File: src/rtl/branch_pkg.sv
// Shared definitions for branch resolution: branch op codes, FSM state
// encoding and the BHT reset value. The branch comparator and the decoder
// use the same op codes.
package branch_pkg;

    localparam logic [1:0] BR_NONE = 2'b00;
    localparam logic [1:0] BR_COND = 2'b01;
    localparam logic [1:0] BR_JUMP = 2'b10;

    // Counter value for "weakly not taken"
    localparam logic [1:0] BHT_RESET_VAL = 2'b01;

    typedef enum logic {
        ST_IDLE  = 1'b0,
        ST_FLUSH = 1'b1
    } branch_state_e;

    // Next value of a 2-bit saturating counter for a taken / not-taken outcome
    function automatic logic [1:0] sat_update(input logic [1:0] ctr, input logic taken);
        logic [1:0] res;
        res = ctr;
        if (taken) begin
            if (ctr != 2'b11) res = ctr + 2'b01;
        end else begin
            if (ctr != 2'b00) res = ctr - 2'b01;
        end
        return res;
    endfunction

endpackage

File: src/rtl/branch_bht.sv
// Branch history table: 2^IDX_BITS two-bit saturating counters with one
// combinational read port and one synchronous update port.
module branch_bht
    import branch_pkg::*;
#(
    parameter int IDX_BITS = 4
) (
    input  logic                clk,
    input  logic                rst_n,
    input  logic [IDX_BITS-1:0] rd_idx,
    output logic [1:0]          rd_ctr,
    input  logic                wr_en,
    input  logic [IDX_BITS-1:0] wr_idx,
    input  logic                wr_taken
);

    localparam int ENTRIES = 1 << IDX_BITS;

    logic [1:0] ctr [ENTRIES];

    // Read returns the stored value, so a same-cycle write is visible only
    // from the following cycle.
    assign rd_ctr = ctr[rd_idx];

    // Counter array: reset to weakly-not-taken, saturating train on update
    always_ff @(posedge clk or negedge rst_n) begin
        if (!rst_n) begin
            for (int i = 0; i < ENTRIES; i++) begin
                ctr[i] <= BHT_RESET_VAL;
            end
        end else if (wr_en) begin
            ctr[wr_idx] <= sat_update(ctr[wr_idx], wr_taken);
        end
    end

endmodule

File: src/rtl/branch_ctrl.sv
// Branch resolution sequencer: compares the EX outcome with the fetch-time
// prediction, issues a registered redirect on a mismatch, holds a fixed-length
// flush of the younger stages, counts mispredicts and trains the BHT.
//
// Redirect handshake: redirect_valid is a single-cycle pulse with no ready;
// fetch must load redirect_pc in the cycle redirect_valid is high. There is
// no back-pressure, so the pulse is never repeated or extended.
module branch_ctrl
    import branch_pkg::*;
#(
    parameter int XLEN         = 32,
    parameter int BHT_IDX_BITS = 4,
    parameter int FLUSH_CYCLES = 2
) (
    input  logic            clk,
    input  logic            rst_n,
    input  logic [XLEN-1:0] if_pc,
    output logic            if_pred_taken,
    input  logic            ex_valid,
    input  logic            ex_stall,
    input  logic [1:0]      ex_branch_op,
    input  logic            ex_do_branch,
    input  logic            ex_pred_taken,
    input  logic [XLEN-1:0] ex_pc,
    input  logic [XLEN-1:0] ex_target,
    output logic            redirect_valid,
    output logic [XLEN-1:0] redirect_pc,
    output logic            flush,
    output logic            busy,
    output logic [15:0]     mispredict_count
);

    branch_state_e state, state_next;
    logic [2:0]    flush_cnt, flush_cnt_next;

    logic            is_branch;
    logic            resolve;
    logic            mispredict;
    logic            train;
    logic [XLEN-1:0] correct_pc;
    logic [1:0]      rd_ctr;

    assign is_branch  = (ex_branch_op == BR_COND) || (ex_branch_op == BR_JUMP);
    // Wrong-path instructions arriving during a flush never resolve
    assign resolve    = ex_valid && !ex_stall && is_branch && (state == ST_IDLE);
    assign mispredict = resolve && (ex_do_branch != ex_pred_taken);
    // Only conditional branches carry useful direction history
    assign train      = resolve && (ex_branch_op == BR_COND);
    assign correct_pc = ex_do_branch ? ex_target : (ex_pc + XLEN'(4));

    assign if_pred_taken = rd_ctr[1];
    assign flush         = (state == ST_FLUSH);
    assign busy          = (state != ST_IDLE);

    branch_bht #(
        .IDX_BITS (BHT_IDX_BITS)
    ) u_bht (
        .clk      (clk),
        .rst_n    (rst_n),
        .rd_idx   (if_pc[BHT_IDX_BITS+1:2]),
        .rd_ctr   (rd_ctr),
        .wr_en    (train),
        .wr_idx   (ex_pc[BHT_IDX_BITS+1:2]),
        .wr_taken (ex_do_branch)
    );

    // FSM state and flush counter registers
    always_ff @(posedge clk or negedge rst_n) begin
        if (!rst_n) begin
            state     <= ST_IDLE;
            flush_cnt <= 3'd0;
        end else begin
            state     <= state_next;
            flush_cnt <= flush_cnt_next;
        end
    end

    // Next state: a mispredict enters FLUSH, which lasts FLUSH_CYCLES cycles
    always_comb begin
        state_next     = state;
        flush_cnt_next = flush_cnt;
        case (state)
            ST_IDLE: begin
                if (mispredict) begin
                    state_next     = ST_FLUSH;
                    flush_cnt_next = 3'(FLUSH_CYCLES - 1);
                end
            end
            ST_FLUSH: begin
                if (flush_cnt == 3'd0) begin
                    state_next = ST_IDLE;
                end else begin
                    flush_cnt_next = flush_cnt - 3'd1;
                end
            end
            default: begin
                state_next     = ST_IDLE;
                flush_cnt_next = 3'd0;
            end
        endcase
    end

    // Redirect pulse, held redirect target and saturating mispredict counter
    always_ff @(posedge clk or negedge rst_n) begin
        if (!rst_n) begin
            redirect_valid   <= 1'b0;
            redirect_pc      <= '0;
            mispredict_count <= 16'd0;
        end else begin
            redirect_valid <= mispredict;
            if (mispredict) begin
                redirect_pc <= correct_pc;
                if (mispredict_count != 16'hFFFF) begin
                    mispredict_count <= mispredict_count + 16'd1;
                end
            end
        end
    end

endmodule

File: config.mk
export PLATFORM = sky130hd
export DESIGN_NAME = branch_ctrl
export DESIGN_NICKNAME = d
export VERILOG_FILES = /design/src/rtl/branch_pkg.sv /design/src/rtl/branch_bht.sv /design/src/rtl/branch_ctrl.sv
export SDC_FILE = /design/constraint.sdc
export NUM_CORES = 1
export LEC_CHECK = 0
export BUFFER_PORTS_ARGS = -buffer_cell sky130_fd_sc_hd__buf_2
export CAP_MARGIN = 5
export CORE_MARGIN = 3
export CORE_UTILIZATION = 31
export DETAILED_ROUTE_END_ITERATION = 8
export HOLD_SLACK_MARGIN = 0.1
export PLACE_DENSITY = 0.64
export SYNTH_ARGS = -nofsm -noshare
export SYNTH_HDL_FRONTEND = slang
export SYNTH_SLANG_ARGS = --single-unit
File: constraint.sdc
create_clock -name clk -period 2.8 [get_ports clk]
set_input_delay 0 -clock clk [delete_from_list [all_inputs] [get_ports clk]]
set_output_delay 0 -clock clk [all_outputs]
set_load 0.03 [all_outputs]
==> impl_metrics.toml, run 1 <==
[outcome]
status = "complete, no violations"

[global_route]
met3_usage = 0.0324
track_usage = 0.160
grt_first_pass_wirelength_mm = 21.2
use_met2 = 0.259
grt_busiest_layer = "met2"
grt_max_degree = 86
grt_overflow_total = 0
antenna_found_initial = 0
grt_pass1_vias = 4378
met1_usage = 0.211

[logic_synthesis]
synth.area.top_cells = "dfrtp_1 (37%), dfstp_2 (9.0%), mux2_2 (7.0%)"
synth_edf_count = 0
synth_area_sq_mm = 0.00467
synth_commonest_cells = "dfrtp_1 (69), nor2_1 (50), nand2_1 (44)"
synth.avg_cell_area_sq_um = 10.1
yosysTopAreaCellShare = 0.369
syn_nets = 573
yosysWarnings = 0
yosysMostFrequentCell = "dfrtp_1"
ys_async_sr_fraction = 1.00
ys_seq_area_frac = 0.459
synth_flop_cell = "dfrtp_1"
yosysTopAreaCell = "dfrtp_1"
synth_seq_cells = 85
syn_inst = 461
yosysUniqueCellTypes = 40

[die]
rows = 44
start_util = 0.319
die_w_microns = 129
die_height_microns = 129
dieArea_sq_mm = 0.0166
ioPinCount = 156
fp.coreArea_sq_mm = 0.0146

[placed_design]
post-place-ws_ns = 0.310
port_buffers = 127
dp_hpwl_mm = 9.16
place_area_sq_mm = 0.00551
gp_congestion = 0.846

[cells_and_area]
drive_gt1_frac = 0.322
syn2layout_area_growth_pct = 36.8
final_cell_area_sq_mm = 0.00639
multi_input_area_sq_mm = 0.00240
fin_nets = 757
nFillCells = 1378
regArea_sq_mm = 0.00215

[power_and_ir_drop]
leakage_nw = 2.92
powerDensity_mw_per_mm2 = 682
switching_share = 0.374
p_switching_w = 0.00163
internal_power_w = 0.00273
clock_power_share = 0.268
irDropWorstVdd_uv = 338
power_frac_seq = 0.390
combPwrFrac = 0.342

[routing]
wl_per_cell_microns = 16.0
via_per_inst = 5.08
drtIter0Drc = 206
route.detailed.drc = 0
dr_total_vias = 4245
drt_wl_total_mm = 13.3
ant_nets = 0
first_pass_iters = 5

[sta]
max_freq_ghz = 0.395
worst_pin_slew_ns = 1.10
setup_ws_ns = 0.266
slew_viol_final = 0
holdWs_ns = 0.151
fin_setup_tns_ns = 0
max_slew_margin = 0.266
rsz0062_at_grt = "no"
fin_crit_ns = 2.53
finalHoldViolCount = 0
fin_crit_sh = 0.905
setup_viol = 0
finalClockSkew_ns = 0.00499

[cts]
holdBufCountCts = 59
htreeDepth = 3
cts_sinks = 85
cts.path.max_buffers = 2
cts_tree = "done"
post_cts_buffers = 0
insertion_delay_ns = 0.33
clock-root-buffer = "clkbuf_16"
cts_buffers = 9
cts-resized-gates = 0
clk_pin_slew_ns = 0.06

[worst_setup_path]
end_kind = "register"
critical_path_required_ns = 3.03
slowest_delay_ns = 0.51
slowest_stage = "nand2_1"
start_kind = "register"
path_cells = "nor4b_1 -> buf_4 -> nand2_2 -> inv_1 -> nand2_1 -> o22ai_1"
cp_data_arrival_time_ns = 2.77
critPathKind = "register to register"
cp_max_fo = 23

[worst_hold_path]
hold_path_class = "input pin to register"

[flow_run]
cap_violations = 0
## metrics by stage
step,cells,total power (W),utilization
floorplan,461,0.00265,-
global placement,759,0.00310,0.376
detailed placement,759,0.00314,0.376
CTS,834,0.00440,0.437
global route,834,0.00462,0.437
finish,835,0.00436,0.437
## layout by cell type, fill, tap and decap left out, types with 18 or more instances in the layout
cell type and n:
o21ai_0 26, o22ai_1 18, nand2_1 43, xor2_1 21, nor2_1 50, buf_2 126
dfrtp_1 69, xnor2_1 20, mux2_2 29, a21oi_1 26, dlygate4sd3_1 59, nand3_1 35
## power by group through the flow
stage / Sequential, W / Combinational [W] / Clock (W)
global route: 0.00174 / 0.00161 / 0.00127
detailed placement: 0.00172 / 0.00142 / 0
global placement: 0.00171 / 0.00139 / 0
CTS: 0.00170 / 0.00149 / 0.00122
finish: 0.00170 / 0.00149 / 0.00117
floorplan: 0.00222 / 0.000429 / 0
## final timing paths
path                                      from         endpoint  slack (ns)  depth (start not counted)
max in group asynchronous                rst_n  redirect_pc[31]        1.67                          2
worst min-delay path                 ex_pc[23]  redirect_pc[24]        0.15                          4
worst max-delay path                      busy  redirect_pc[31]        0.27                          6
worst max register to register            busy  redirect_pc[31]        0.27                          6
min in group asynchronous                rst_n   redirect_pc[2]        0.41                          2
worst min register to register  redirect_pc[1]   redirect_pc[1]        0.47                          2
## logic make-up after synthesis
family,Yosys count,synth area share
compound gates,80,0.0974
xor+xnor,41,0.0768
fa+ha+maj,9,0.0238
buf+inv,31,0.0286
flops,85,0.459
mux,46,0.143
simple gates,169,0.171
## state kept, by name, summed over array words and instances (netlist names)
register / count
busy: 1
u_bht.ctr: 32
redirect_pc: 32
redirect_valid: 1
flush_cnt: 3
mispredict_count: 16
## worst max-delay path, delay by kind of cell, from the launching register on
family                 cells  cell delay (ns)
buffers and inverters      2             0.52
AND/OR/NAND/NOR            3             1.11
flip-flops                 1             0.42
AO/OA/AOI/OAI              1             0.37
## layer usage
metal	share of wire	up-vias	wire length, microns
met1	0.45	2034	5940
met3	0.055	22	737
met4	0.020	0	269
li1	-	2025	-
met2	0.48	164	6390
met5	0	-	0
## area by class of cell
type	count	area share
antenna	1	0.000391
clock buffer	11	0.0380
multi-input combinational	345	0.375
tap	184	0.0360
sequential	85	0.336
clock inverter	5	0.00783
timing repair buffer	194	0.202
inverter	10	0.00587
Power figures use the tool's default switching activity.
==> inputs of run 2 (changes only) <==
--- a/config.mk
+++ b/config.mk
@@ -6,12 +6,14 @@
 export NUM_CORES = 1
 export LEC_CHECK = 0
 export BUFFER_PORTS_ARGS = -buffer_cell sky130_fd_sc_hd__buf_2
-export CAP_MARGIN = 5
+export CAP_MARGIN = 10
 export CORE_MARGIN = 3
 export CORE_UTILIZATION = 31
+export CTS_BUF_LIST = sky130_fd_sc_hd__clkbuf_2 sky130_fd_sc_hd__clkbuf_4 sky130_fd_sc_hd__clkbuf_8
 export DETAILED_ROUTE_END_ITERATION = 8
 export HOLD_SLACK_MARGIN = 0.1
 export PLACE_DENSITY = 0.64
+export RECOVER_POWER = 100
 export SYNTH_ARGS = -nofsm -noshare
 export SYNTH_HDL_FRONTEND = slang
 export SYNTH_SLANG_ARGS = --single-unit
==> run 2 against run 1 <==
  * The flow now finishes with violations (max-capacitance violations, max-slew violations)
  * Critical path depth rose by 2
  * Clock power fell by 26%
  * Cell area fell by 1.6%
  * Largest cell class unchanged
  * Critical endpoint is now redirect_pc[23]
  * Combinational power fell by 3%
  * Flip-flop and latch count did not move
  * Count of clock-buffer cells in the layout did not move
  * Sequential power barely moved
  * Sequential share of layout area rose by 0.54 points
  * Setup slack got worse by 0.0014 ns
  * Clock skew rose by 0.0040 ns
  * Largest power group unchanged
==> impl_metrics.toml, run 2 (synthesis gave the netlist of run 1 again) <==
[flow_run]
cap_violations = 1

[worst_hold_path]
hold_path_class = "input pin to register"
min_from = "ex_pc[6]"

[cts]
cts_tree = "done"
clk_pin_slew_ns = 0.08
insertion_delay_ns = 0.36
cts_sinks = 85
htreeDepth = 3
clock-root-buffer = "clkbuf_8"
cts_buffers = 9
cts.path.max_buffers = 2

[global_route]
grt_pass1_vias = 4396
grt_first_pass_wirelength_mm = 21.3
antenna_found_initial = 0
grt_overflow_total = 0
track_usage = 0.161
grt_max_degree = 86

[placed_design]
post-place-ws_ns = 0.310
gp_congestion = 0.846
place_area_sq_mm = 0.00551
port_buffers = 127
dp_hpwl_mm = 9.16

[die]
ioPinCount = 156
rows = 44
die_height_microns = 129
die_w_microns = 129
start_util = 0.319
fp.coreArea_sq_mm = 0.0146
dieArea_sq_mm = 0.0166

[worst_setup_path]
cp_max_fo = 24
crit_buf_inv = 4
start_kind = "register"
critPathKind = "register to register"
slowest_delay_ns = 0.56
critical_path_required_ns = 3.10
crit_start = "busy"
critical_path.top_delay_family = "buffers and inverters"
slowest_stage = "dlygate4sd3_1"
cp_data_arrival_time_ns = 2.83
reg2reg_from = "busy"
path_cells = "nor4b_1 -> buf_4 -> nand2_4 -> clkinvlp_4 -> buf_4 -> o21ai_0 -> o21ai_0 -> dlygate4sd3_1"
end_kind = "register"

[routing]
first_pass_iters = 4
route.detailed.drc = 0
ant_nets = 0
drt_wl_total_mm = 13.5
drtIter0Drc = 224
via_per_inst = 5.05
wl_per_cell_microns = 16.0
dr_total_vias = 4254

[power_and_ir_drop]
power.total_w = 0.00401
leakage_nw = 2.72
powerDensity_mw_per_mm2 = 637
irDropWorstVdd_uv = 309

[sta]
setup_ws_ns = 0.264
rsz0062_at_grt = "no"
finalHoldViolCount = 0
fin_setup_tns_ns = 0
worst_pin_slew_ns = 2.15
fin_crit_ns = 2.54
finalClockSkew_ns = 0.00902
max_slew_margin = -0.434
slew_viol_final = 86
max_freq_ghz = 0.394
fin_crit_sh = 0.906
setup_viol = 0

[cells_and_area]
fin_nets = 764
layout_common_cells = "buf_2 (73), dfrtp_1 (69), dlygate4sd3_1 (66), clkbuf_1 (54), nor2_1 (50)"
syn2layout_area_growth_pct = 34.6
layout_commonest_cell = "buf_2"
final_cell_area_sq_mm = 0.00629
drive_gt1_frac = 0.231
reg_top3 = "redirect_pc x32, u_bht.ctr x32, mispredict_count x16"
utilization = 0.430
nFillCells = 1420

[outcome]
status = "finished with violations"
violations = "max-capacitance violations, max-slew violations"
run 2: worst reg2reg max path, cell delays in order, from the launching register on:
cell and delay, ns:
dfrtp_1 0.43, nor4b_1 0.31, buf_4 0.20, nand2_4 0.18
clkinvlp_4 0.22, buf_4 0.30, o21ai_0 0.13, o21ai_0 0.15
dlygate4sd3_1 0.56
run 2: layout make-up:
cell class / count / area [sq um] / share of cell area
clock inverters: 5 / 50.0 / 0.00795
multi-input cells: 345 / 2390 / 0.380
clock buffers: 11 / 145 / 0.0231
repair buffers: 201 / 1280 / 0.204
well taps: 184 / 230 / 0.0366
diodes: 2 / 5.00 / 0.000795
inverters: 10 / 41.3 / 0.00656
flip-flops and latches: 85 / 2150 / 0.341
run 2: repair_timing:
item	in CTS	in global routing
setup endpoints to repair	0	1
gates resized for setup	0	2
hold buffers	66	0
buffers inserted	0	0
hold endpoints to repair	101	0
run 2: path summary, 6_finish.rpt:
kind                                   endpoint  slack [ns]  cells past startpoint
worst max-delay path            redirect_pc[23]        0.26                      8
worst min-delay path             redirect_pc[6]        0.14                      5
worst max register to register  redirect_pc[23]        0.26                      8
worst min register to register    u_bht.ctr[28]        0.48                      2
max in group asynchronous       redirect_pc[24]        0.72                      2
min in group asynchronous        redirect_pc[2]        0.81                      2
run 2: where the power goes:
group | leakage, nW | switching [W] | internal (W)
clock network | 0.106 | 0.000425 | 0.000441
registers | 1.05 | 0.000188 | 0.00152
logic | 1.57 | 0.00100 | 0.000436
run 2: routing by layer:
| layer | routed length [microns] | GRT usage | vias to the layer above |
|---|---|---|---|
| met5 | 0 | 0 | - |
| met4 | 249 | 0.0723 | 0 |
| met3 | 680 | 0.0278 | 20 |
| met2 | 6550 | 0.262 | 150 |
| met1 | 6030 | 0.210 | 2048 |
| li1 | - | - | 2036 |
run 2: stage by stage:
step	hold slack, ns	cells
floorplan	-0.296	461
global placement	0.254	759
detailed placement	0.270	759
CTS	0.105	841
global route	0.171	841
finish	0.137	843
